==> config.mk <==
export PLATFORM = sky130hd
export DESIGN_NAME = cache_mem_arbiter
export DESIGN_NICKNAME = d
export VERILOG_FILES = /design/src/rtl/cache_mem_arbiter.sv
export SDC_FILE = /design/constraint.sdc
export NUM_CORES = 1
export LEC_CHECK = 0
export CAP_MARGIN = 20
export CORE_AREA = 2 2 273 275
export CTS_CLUSTER_SIZE = 24
export DETAILED_ROUTE_END_ITERATION = 8
export DIE_AREA = 0 0 275 277
export GPL_ROUTABILITY_DRIVEN = 0
export SYNTH_ARGS = -nofsm -noshare
export SYNTH_HDL_FRONTEND = slang
export SYNTH_SLANG_ARGS = --single-unit
==> constraint.sdc <==
create_clock -name clk -period 3.5 [get_ports clk]
set_clock_uncertainty 0.05 [all_clocks]
set_input_delay 0.35 -clock clk [delete_from_list [all_inputs] [get_ports clk]]
set_output_delay 0.35 -clock clk [all_outputs]
set_load 0.01 [all_outputs]
==> src/rtl/cache_mem_arbiter.sv <==
// cache_mem_arbiter: shares one physical-memory port between the I-cache and
// the D-cache. One 128-bit line transaction is granted at a time. D-side wins
// contention, but a streak counter forces a waiting I request through after
// STARVE_LIMIT consecutive contended D grants.
module cache_mem_arbiter #(
  parameter int STARVE_LIMIT = 4
) (
  input  logic         clk,
  input  logic         reset,
  input  logic         icache_pmem_read,
  input  logic [15:0]  icache_pmem_address,
  output logic [127:0] icache_pmem_rdata,
  output logic         icache_pmem_resp,
  input  logic         dcache_pmem_read,
  input  logic         dcache_pmem_write,
  input  logic [15:0]  dcache_pmem_address,
  input  logic [127:0] dcache_pmem_wdata,
  output logic [127:0] dcache_pmem_rdata,
  output logic         dcache_pmem_resp,
  output logic         pmem_read,
  output logic         pmem_write,
  output logic [15:0]  pmem_address,
  output logic [127:0] pmem_wdata,
  input  logic [127:0] pmem_rdata,
  input  logic         pmem_resp,
  output logic         arb_busy
);

  localparam logic [1:0] IDLE    = 2'd0;
  localparam logic [1:0] SERVE_I = 2'd1;
  localparam logic [1:0] SERVE_D = 2'd2;

  localparam logic [3:0]  LIMIT     = 4'(STARVE_LIMIT);
  localparam logic [15:0] LINE_MASK = 16'hFFF0;

  logic [1:0]   state_q, state_d;
  logic [3:0]   d_streak_q, d_streak_d;
  logic [15:0]  addr_q, addr_d;
  logic [127:0] wdata_q, wdata_d;
  logic         wflag_q, wflag_d;

  logic i_req;
  logic d_req;
  logic force_i;

  assign i_req   = icache_pmem_read;
  // Read and write together is treated as a write via wflag below.
  assign d_req   = dcache_pmem_read | dcache_pmem_write;
  // I is forced through only when it is actually waiting and D has used up its streak.
  assign force_i = i_req && (d_streak_q == LIMIT);

  // Grant decision, request latching and streak bookkeeping.
  always_comb begin
    state_d    = state_q;
    d_streak_d = d_streak_q;
    addr_d     = addr_q;
    wdata_d    = wdata_q;
    wflag_d    = wflag_q;
    case (state_q)
      IDLE: begin
        if (d_req && !force_i) begin
          state_d = SERVE_D;
          addr_d  = dcache_pmem_address & LINE_MASK;
          wflag_d = dcache_pmem_write;
          wdata_d = dcache_pmem_wdata;
          if (i_req && (d_streak_q < LIMIT)) begin
            d_streak_d = d_streak_q + 4'd1;
          end
        end else if (i_req) begin
          state_d    = SERVE_I;
          addr_d     = icache_pmem_address & LINE_MASK;
          wflag_d    = 1'b0;
          wdata_d    = '0;
          d_streak_d = '0;
        end
      end
      SERVE_I, SERVE_D: begin
        // Always return through IDLE so the requester can drop a finished request.
        if (pmem_resp) begin
          state_d = IDLE;
        end
      end
      default: state_d = IDLE;
    endcase
  end

  // State and latched-request registers.
  always_ff @(posedge clk) begin
    if (reset) begin
      state_q    <= IDLE;
      d_streak_q <= '0;
      addr_q     <= '0;
      wdata_q    <= '0;
      wflag_q    <= 1'b0;
    end else begin
      state_q    <= state_d;
      d_streak_q <= d_streak_d;
      addr_q     <= addr_d;
      wdata_q    <= wdata_d;
      wflag_q    <= wflag_d;
    end
  end

  assign pmem_read    = (state_q == SERVE_I) || ((state_q == SERVE_D) && !wflag_q);
  assign pmem_write   = (state_q == SERVE_D) && wflag_q;
  assign pmem_address = addr_q;
  assign pmem_wdata   = wdata_q;
  assign arb_busy     = (state_q != IDLE);

  // Responses route only to the granted side; a resp seen in IDLE is dropped.
  assign icache_pmem_resp  = (state_q == SERVE_I) && pmem_resp;
  assign dcache_pmem_resp  = (state_q == SERVE_D) && pmem_resp;
  assign icache_pmem_rdata = pmem_rdata;
  assign dcache_pmem_rdata = pmem_rdata;

endmodule

==> run_results.csv, run 1 <==
group,metric,value,unit
yosys,netlist_top_cells_count,"260 x buf_4, 147 x dfxtp_1, 142 x a22o_1",
floorplanning,die_w,275,um
timing,final.min_clock_period,2.30,ns
grt,track_usage,0.0689,
floorplanning,dieHeight,277,um
timing,slew-limit-headroom,0.590,
timing,fin_tns_setup,0,ns
grt,overflow,0,
route,drt-vias-per-instance,2.79,
yosys,synth_top_flop_cell,"dfxtp_1",
worst_setup_path,critPathKind,"register to primary output",
clock_network,cts_tree,"built",
yosys,seq_area_frac_synth,0.437,
grt,grt_pass1_wl,35300,um
route,drt-total-wl,26600,um
yosys,synthMuxAreaShare,0.00167,
clock_network,path_clk_slew,0.09,ns
floorplanning,dieArea,76200,sq um
grt,grt_max_degree,111,
timing,final_hold_viol_count,0,
yosys,synthSimpleGateAreaFrac,0.0124,
route,final_antenna_net_count,0,
route,drtPass1Iterations,4,
power,powerDensity,514,nW/um^2
clock_network,cts_made_buffers,17,
worst_setup_path,cp-start-kind,"register",
timing,maxSlewViolCount,0,
layout,final_nets,970,
timing,worstMarginPinSlew,0.615,ns
floorplanning,core,73600,sq um
worst_hold_path,hold_class,"input port to register",
grt,grt_pass1_vias,4917,
timing,timing.fmax,435,MHz
run_status,outcome,"finished, final reports clean",
route,wire_per_inst,16.0,um
yosys,synth_area,6740,sq um
yosys,synth_top_family_by_area,"buffers and inverters",
yosys,post-synth-top-count-cell,"buf_4",
timing,setup_violations,0,
yosys,synthXorXnorAreaFrac,0,
yosys,ys_warn_count,0,
yosys,syn_inst,636,
route,drtIter0Drc,110,
worst_setup_path,critPathArrivalTime,1.90,ns
yosys,synth_cell_types,30,
layout,area_growth_syn_to_layout,41.0,%
yosys,synth_top_area_cell,"dfxtp_1",
route,drc_errors,0,
clock_network,cts_max_level,4,
layout,stdcell_count,1657,
yosys,synthAdderAreaFrac,0.00929,
placed_design,dp_cells,1621,
worst_setup_path,required,3.10,ns
floorplanning,rows,100,
yosys,synthArstFlopShare,0,
clock_network,ctsHoldBuffers,0,
placed_design,portBuffers,302,
clock_network,clk_path_buf_depth,2,
yosys,synth_seq_cells,147,
layout,drive_gt1_frac,0.0570,
clock_network,cts_sinks,147,
floorplanning,pin_count,699,
job,max_cap_viol_count,0,
timing,min_period_over_period,0.656,
floorplanning,initial_utilization,0.0916,
clock_network,cts_root_buf,"clkbuf_16",
clock_network,clkLatencyLatePin,0.47,ns
worst_setup_path,critPathMaxFanout,8,
power,peakVddDrop,0.349,mV
grt,antenna_found_initial,15,
clock_network,post_cts_buffers,0,
power,p_leak,3.40,nW
worst_setup_path,cp-end-kind,"primary output",
placed_design,dp_hpwl,19900,um
yosys,avgSynthCellArea,10.6,sq um
yosys,synth_edf_count,0,
layout,fillCellCount,8286,
route,vias,4624,
clock_network,postCtsResizedCells,0,
yosys,synth_compound_area_frac,0.212,
yosys,synth_top_cell_area_share,0.437,
timing,rsz0062_at_grt,"no",
yosys,yosys-top-cells-area,"dfxtp_1 44%, buf_4 29%, a22o_1 18%",
==> through the flow <==
stage | area, sq um | worst slack [ns] | utilization | total power, mW | hold slack [ns]
4_1_cts | 9490 | 1.12 | 0.129 | 5.05 | 0.344
3_5_place_dp | 8900 | 0.998 | 0.121 | 2.99 | 0.407
6_report | 9500 | 1.20 | 0.129 | 4.88 | 0.411
3_3_place_gp | 8900 | 1.04 | 0.121 | 2.98 | 0.405
2_1_floorplan | 6750 | 1.80 | - | 2.65 | 0.369
5_1_grt | 9490 | 1.06 | 0.129 | 5.17 | 0.362
==> worst paths after layout <==
kind / cells past startpoint / slack (ns) / start / endpoint
worst max-delay path: 4 / 1.20 / state_q[0]$_SDFFE_PP0P_ / arb_busy
worst max register to register: 5 / 1.25 / state_q[0]$_SDFFE_PP0P_ / d_streak_q[0]$_SDFFE_PP0P_
worst min-delay path: 2 / 0.41 / dcache_pmem_wdata[52] / pmem_wdata[52]$_SDFFE_PP0P_
worst min register to register: 1 / 0.42 / pmem_wdata[124]$_SDFFE_PP0P_ / pmem_wdata[124]$_SDFFE_PP0P_
==> cell families (layout without fill, tap and decap cells) <==
kind of cell / count (synthesis) / in the layout
muxes: 1 / 1
DFF: 147 / 147
AOI/OAI and AO/OA: 167 / 167
and+or+nand+nor: 13 / 13
buffers and inverters: 302 / 347
adders and majority gates: 5 / 5
other: 1 / 8
==> metal layers <==
metal | part of all wire | global-route usage
met2 | 0.43 | 0.101
met3 | 0.17 | 0.0535
met5 | 0.0048 | 0
met1 | 0.32 | 0.0597
met4 | 0.079 | 0.0643
==> where the power goes <==
part / switching [mW] / internal (mW) / leakage (nW) / total (mW)
combinational: 0.412 / 0.587 / 1.89 / 0.998
clock: 0.931 / 1.01 / 0.290 / 1.94
sequential: 0.0963 / 1.84 / 1.21 / 1.94
==> cells in the final DEF, fill, tap and decap left out <==
master,count
a21oi_1,1
buf_12,3
buf_4,1
clkbuf_16,17
clkdlybuf4s50_1,302
a41oi_1,1
inv_6,3
a31oi_1,1
o22ai_1,3
inv_1,9
a2bb2oi_1,1
dfxtp_1,147
and4_1,1
clkinvlp_4,1
a311oi_1,1
nor2_1,1
a22o_1,142
or3_1,1
clkinv_4,4
o21ai_0,2
a21o_1,13
o2111a_4,1
clkinv_2,1
and2_1,4
conb_1,4
nor4bb_1,1
nor2b_1,1
bufinv_16,1
a21oi_4,1
mux2_2,1
nand3b_1,1
diode_2,4
nand2_1,2
ha_1,5
nand4b_1,1
inv_8,3
clkinv_8,2
==> sequential cells by signal, indices dropped and copies added, names as in the netlist <==
signal        flops
pmem_wdata      128
wflag_q           1
pmem_address     12
state_q           2
d_streak_q        4
==> layout make-up <==
type                            instances  area [sq um]  area share
Antenna cell                            4          10.0     0.00105
Inverter                                9          33.8     0.00356
Clock buffer                           17           425      0.0448
Timing Repair Buffer                  306          3090       0.325
Sequential cell                       147          2940       0.310
Tap cell                              969          1210       0.128
Clock inverter                         15           170      0.0179
Multi-Input combinational cell        190          1620       0.170
==> critical path, stage by stage, from the launching register on <==
cell and delay (ns):
dfxtp_1 0.36, inv_1 0.07, ha_1 0.33, inv_1 0.12
clkdlybuf4s50_1 0.55
(Power assumes the default switching activity.)
==> inputs of run 2 (changes only) <==
--- a/config.mk
+++ b/config.mk
@@ -6,10 +6,10 @@
 export NUM_CORES = 1
 export LEC_CHECK = 0
 export CAP_MARGIN = 20
-export CORE_AREA = 2 2 273 275
+export CORE_AREA = 2 2 271 273
 export CTS_CLUSTER_SIZE = 24
 export DETAILED_ROUTE_END_ITERATION = 8
-export DIE_AREA = 0 0 275 277
+export DIE_AREA = 0 0 273 275
 export GPL_ROUTABILITY_DRIVEN = 0
 export SYNTH_ARGS = -nofsm -noshare
 export SYNTH_HDL_FRONTEND = slang
==> constraint.sdc (replaced) <==
create_clock -name clk -period 2.4 [get_ports clk]
set_clock_uncertainty 0.05 [all_clocks]
set_input_delay 0.24 -clock clk [delete_from_list [all_inputs] [get_ports clk]]
set_output_delay 0.24 -clock clk [all_outputs]
set_load 0.01 [all_outputs]
==> run_results.csv, run 2 (same netlist as run 1, synthesis figures left out) <==
group,metric,value,unit
route,final_antenna_net_count,0,
timing,setup_violations,0,
worst_setup_path,critPathMaxFanout,8,
route,drtIter0Drc,168,
route,wire_per_inst,15.5,um
layout,most-common-layout-cells,"302 x clkdlybuf4s50_1, 147 x dfxtp_1, 142 x a22o_1, 17 x clkbuf_16, 13 x a21o_1",
clock_network,post_cts_buffers,0,
clock_network,cts_max_level,4,
route,drt-vias-per-instance,2.85,
worst_setup_path,required,2.11,ns
clock_network,clk_path_buf_depth,2,
layout,area_growth_syn_to_layout,42.2,%
layout,stdcell_count,1656,
placed_design,dp_hpwl,19700,um
timing,rsz0062_at_grt,"no",
layout,drive_gt1_frac,0.0706,
worst_setup_path,r2r_start,"state_q[0]$_SDFFE_PP0P_",
floorplanning,dieHeight,275,um
layout,final_nets,980,
floorplanning,rows,99,
timing,worstMarginPinSlew,0.742,ns
worst_setup_path,cp-start-kind,"register",
clock_network,cts_tree,"built",
worst_setup_path,reg2reg_slack,0.37,ns
clock_network,cts_made_buffers,17,
route,drt-total-wl,25700,um
floorplanning,die_w,273,um
clock_network,path_clk_slew,0.07,ns
placed_design,dp_cells,1621,
worst_setup_path,cp-end-kind,"primary output",
placed_design,portBuffers,302,
grt,antenna_found_initial,15,
grt,grt_pass1_vias,5076,
power,powerDensity,743,nW/um^2
clock_network,cts_root_buf,"clkbuf_16",
worst_hold_path,hold_depth,2,
power,p_leak,3.44,nW
floorplanning,dieArea,75100,sq um
layout,largest_reg_flops,128,
timing,maxSlewViolCount,0,
worst_setup_path,timing.critical_path.from,"state_q[0]$_SDFFE_PP0P_",
timing,timing.fmax,455,MHz
grt,track_usage,0.0671,
worst_setup_path,endpoint,"arb_busy",
worst_setup_path,r2r_end,"d_streak_q[0]$_SDFFE_PP0P_",
timing,final.min_clock_period,2.20,ns
floorplanning,core,72300,sq um
timing,final_hold_viol_count,0,
clock_network,postCtsResizedCells,0,
floorplanning,initial_utilization,0.0931,
route,drtPass1Iterations,4,
grt,grt_pass1_wl,34500,um
route,vias,4721,
worst_setup_path,rr_worst_depth,6,
floorplanning,pin_count,699,
layout,final_common_cell,"clkdlybuf4s50_1",
clock_network,ctsHoldBuffers,0,
timing,min_period_over_period,0.916,
timing,slew-limit-headroom,0.505,
worst_setup_path,critPathArrivalTime,1.91,ns
clock_network,clkLatencyLatePin,0.47,ns
grt,overflow,0,
worst_hold_path,hold_class,"input port to register",
route,drc_errors,0,
worst_setup_path,critPathKind,"register to primary output",
grt,grt_max_degree,65,
job,max_cap_viol_count,0,
timing,fin_tns_setup,0,ns
power,peakVddDrop,0.409,mV
clock_network,cts_sinks,147,
run_status,outcome,"finished, final reports clean",
-- run 2: cell types whose count changed in the layout (fill, tap and decap cells not counted), moves of 2 or more --
| cell | before | now |
|---|---|---|
| buf_4 | 1 | 9 |
| clkinv_4 | 4 | 1 |
| buf_12 | 3 | 5 |
| clkinv_8 | 2 | 4 |
| clkinvlp_4 | 1 | 3 |
-- run 2: stage by stage --
stage	hold slack [ns]	cell area [sq um]	setup WS, ns	power (mW)	utilization
2_1_floorplan	0.259	6750	0.701	3.87	-
3_3_place_gp	0.405	8980	0.204	4.35	0.124
3_5_place_dp	0.407	8980	0.163	4.37	0.124
4_1_cts	0.231	9580	0.135	7.37	0.132
5_1_grt	0.260	9580	0.0492	7.52	0.132
6_report	0.298	9580	0.202	7.12	0.132
-- run 2: layout make-up --
type	count	area [sq um]
fillers	8147	62800
repair buffers	316	3190
flip-flops and latches	147	2940
multi-input cells	190	1620
well taps	959	1200
clock buffers	17	425
clock inverters	15	168
inverters	9	33.8
diodes	3	7.51
-- run 2: per-layer routing --
metal  GRT usage  part of all wire  wire, um
met4      0.0692             0.092      2360
met5           0            0.0039       101
met2      0.0974              0.42     10700
met1      0.0532              0.31      7860
met3      0.0584              0.18      4620
-- run 2: power breakdown --
group	internal (mW)	switching, mW
logic	0.883	0.589
clock network	1.39	1.42
registers	2.69	0.143
total	4.97	2.16
-- run 2: critical path: stages, from the launching register on --
cell and delay, ns:
dfxtp_1 0.37, inv_1 0.09, ha_1 0.32, inv_1 0.12
clkdlybuf4s50_1 0.55
-- run 2: worst min path at each step --
stage	startpoint	to	slack, ns
floorplan	reset	state_q[0]$_SDFFE_PP0P_	0.26
global route	icache_pmem_address[15]	pmem_address[15]$_SDFFE_PP0P_	0.26
global placement	pmem_wdata[91]$_SDFFE_PP0P_	pmem_wdata[91]$_SDFFE_PP0P_	0.40
finish	icache_pmem_address[11]	pmem_address[11]$_SDFFE_PP0P_	0.30
CTS	dcache_pmem_wdata[118]	pmem_wdata[118]$_SDFFE_PP0P_	0.23
detailed placement	pmem_wdata[25]$_SDFFE_PP0P_	pmem_wdata[25]$_SDFFE_PP0P_	0.41
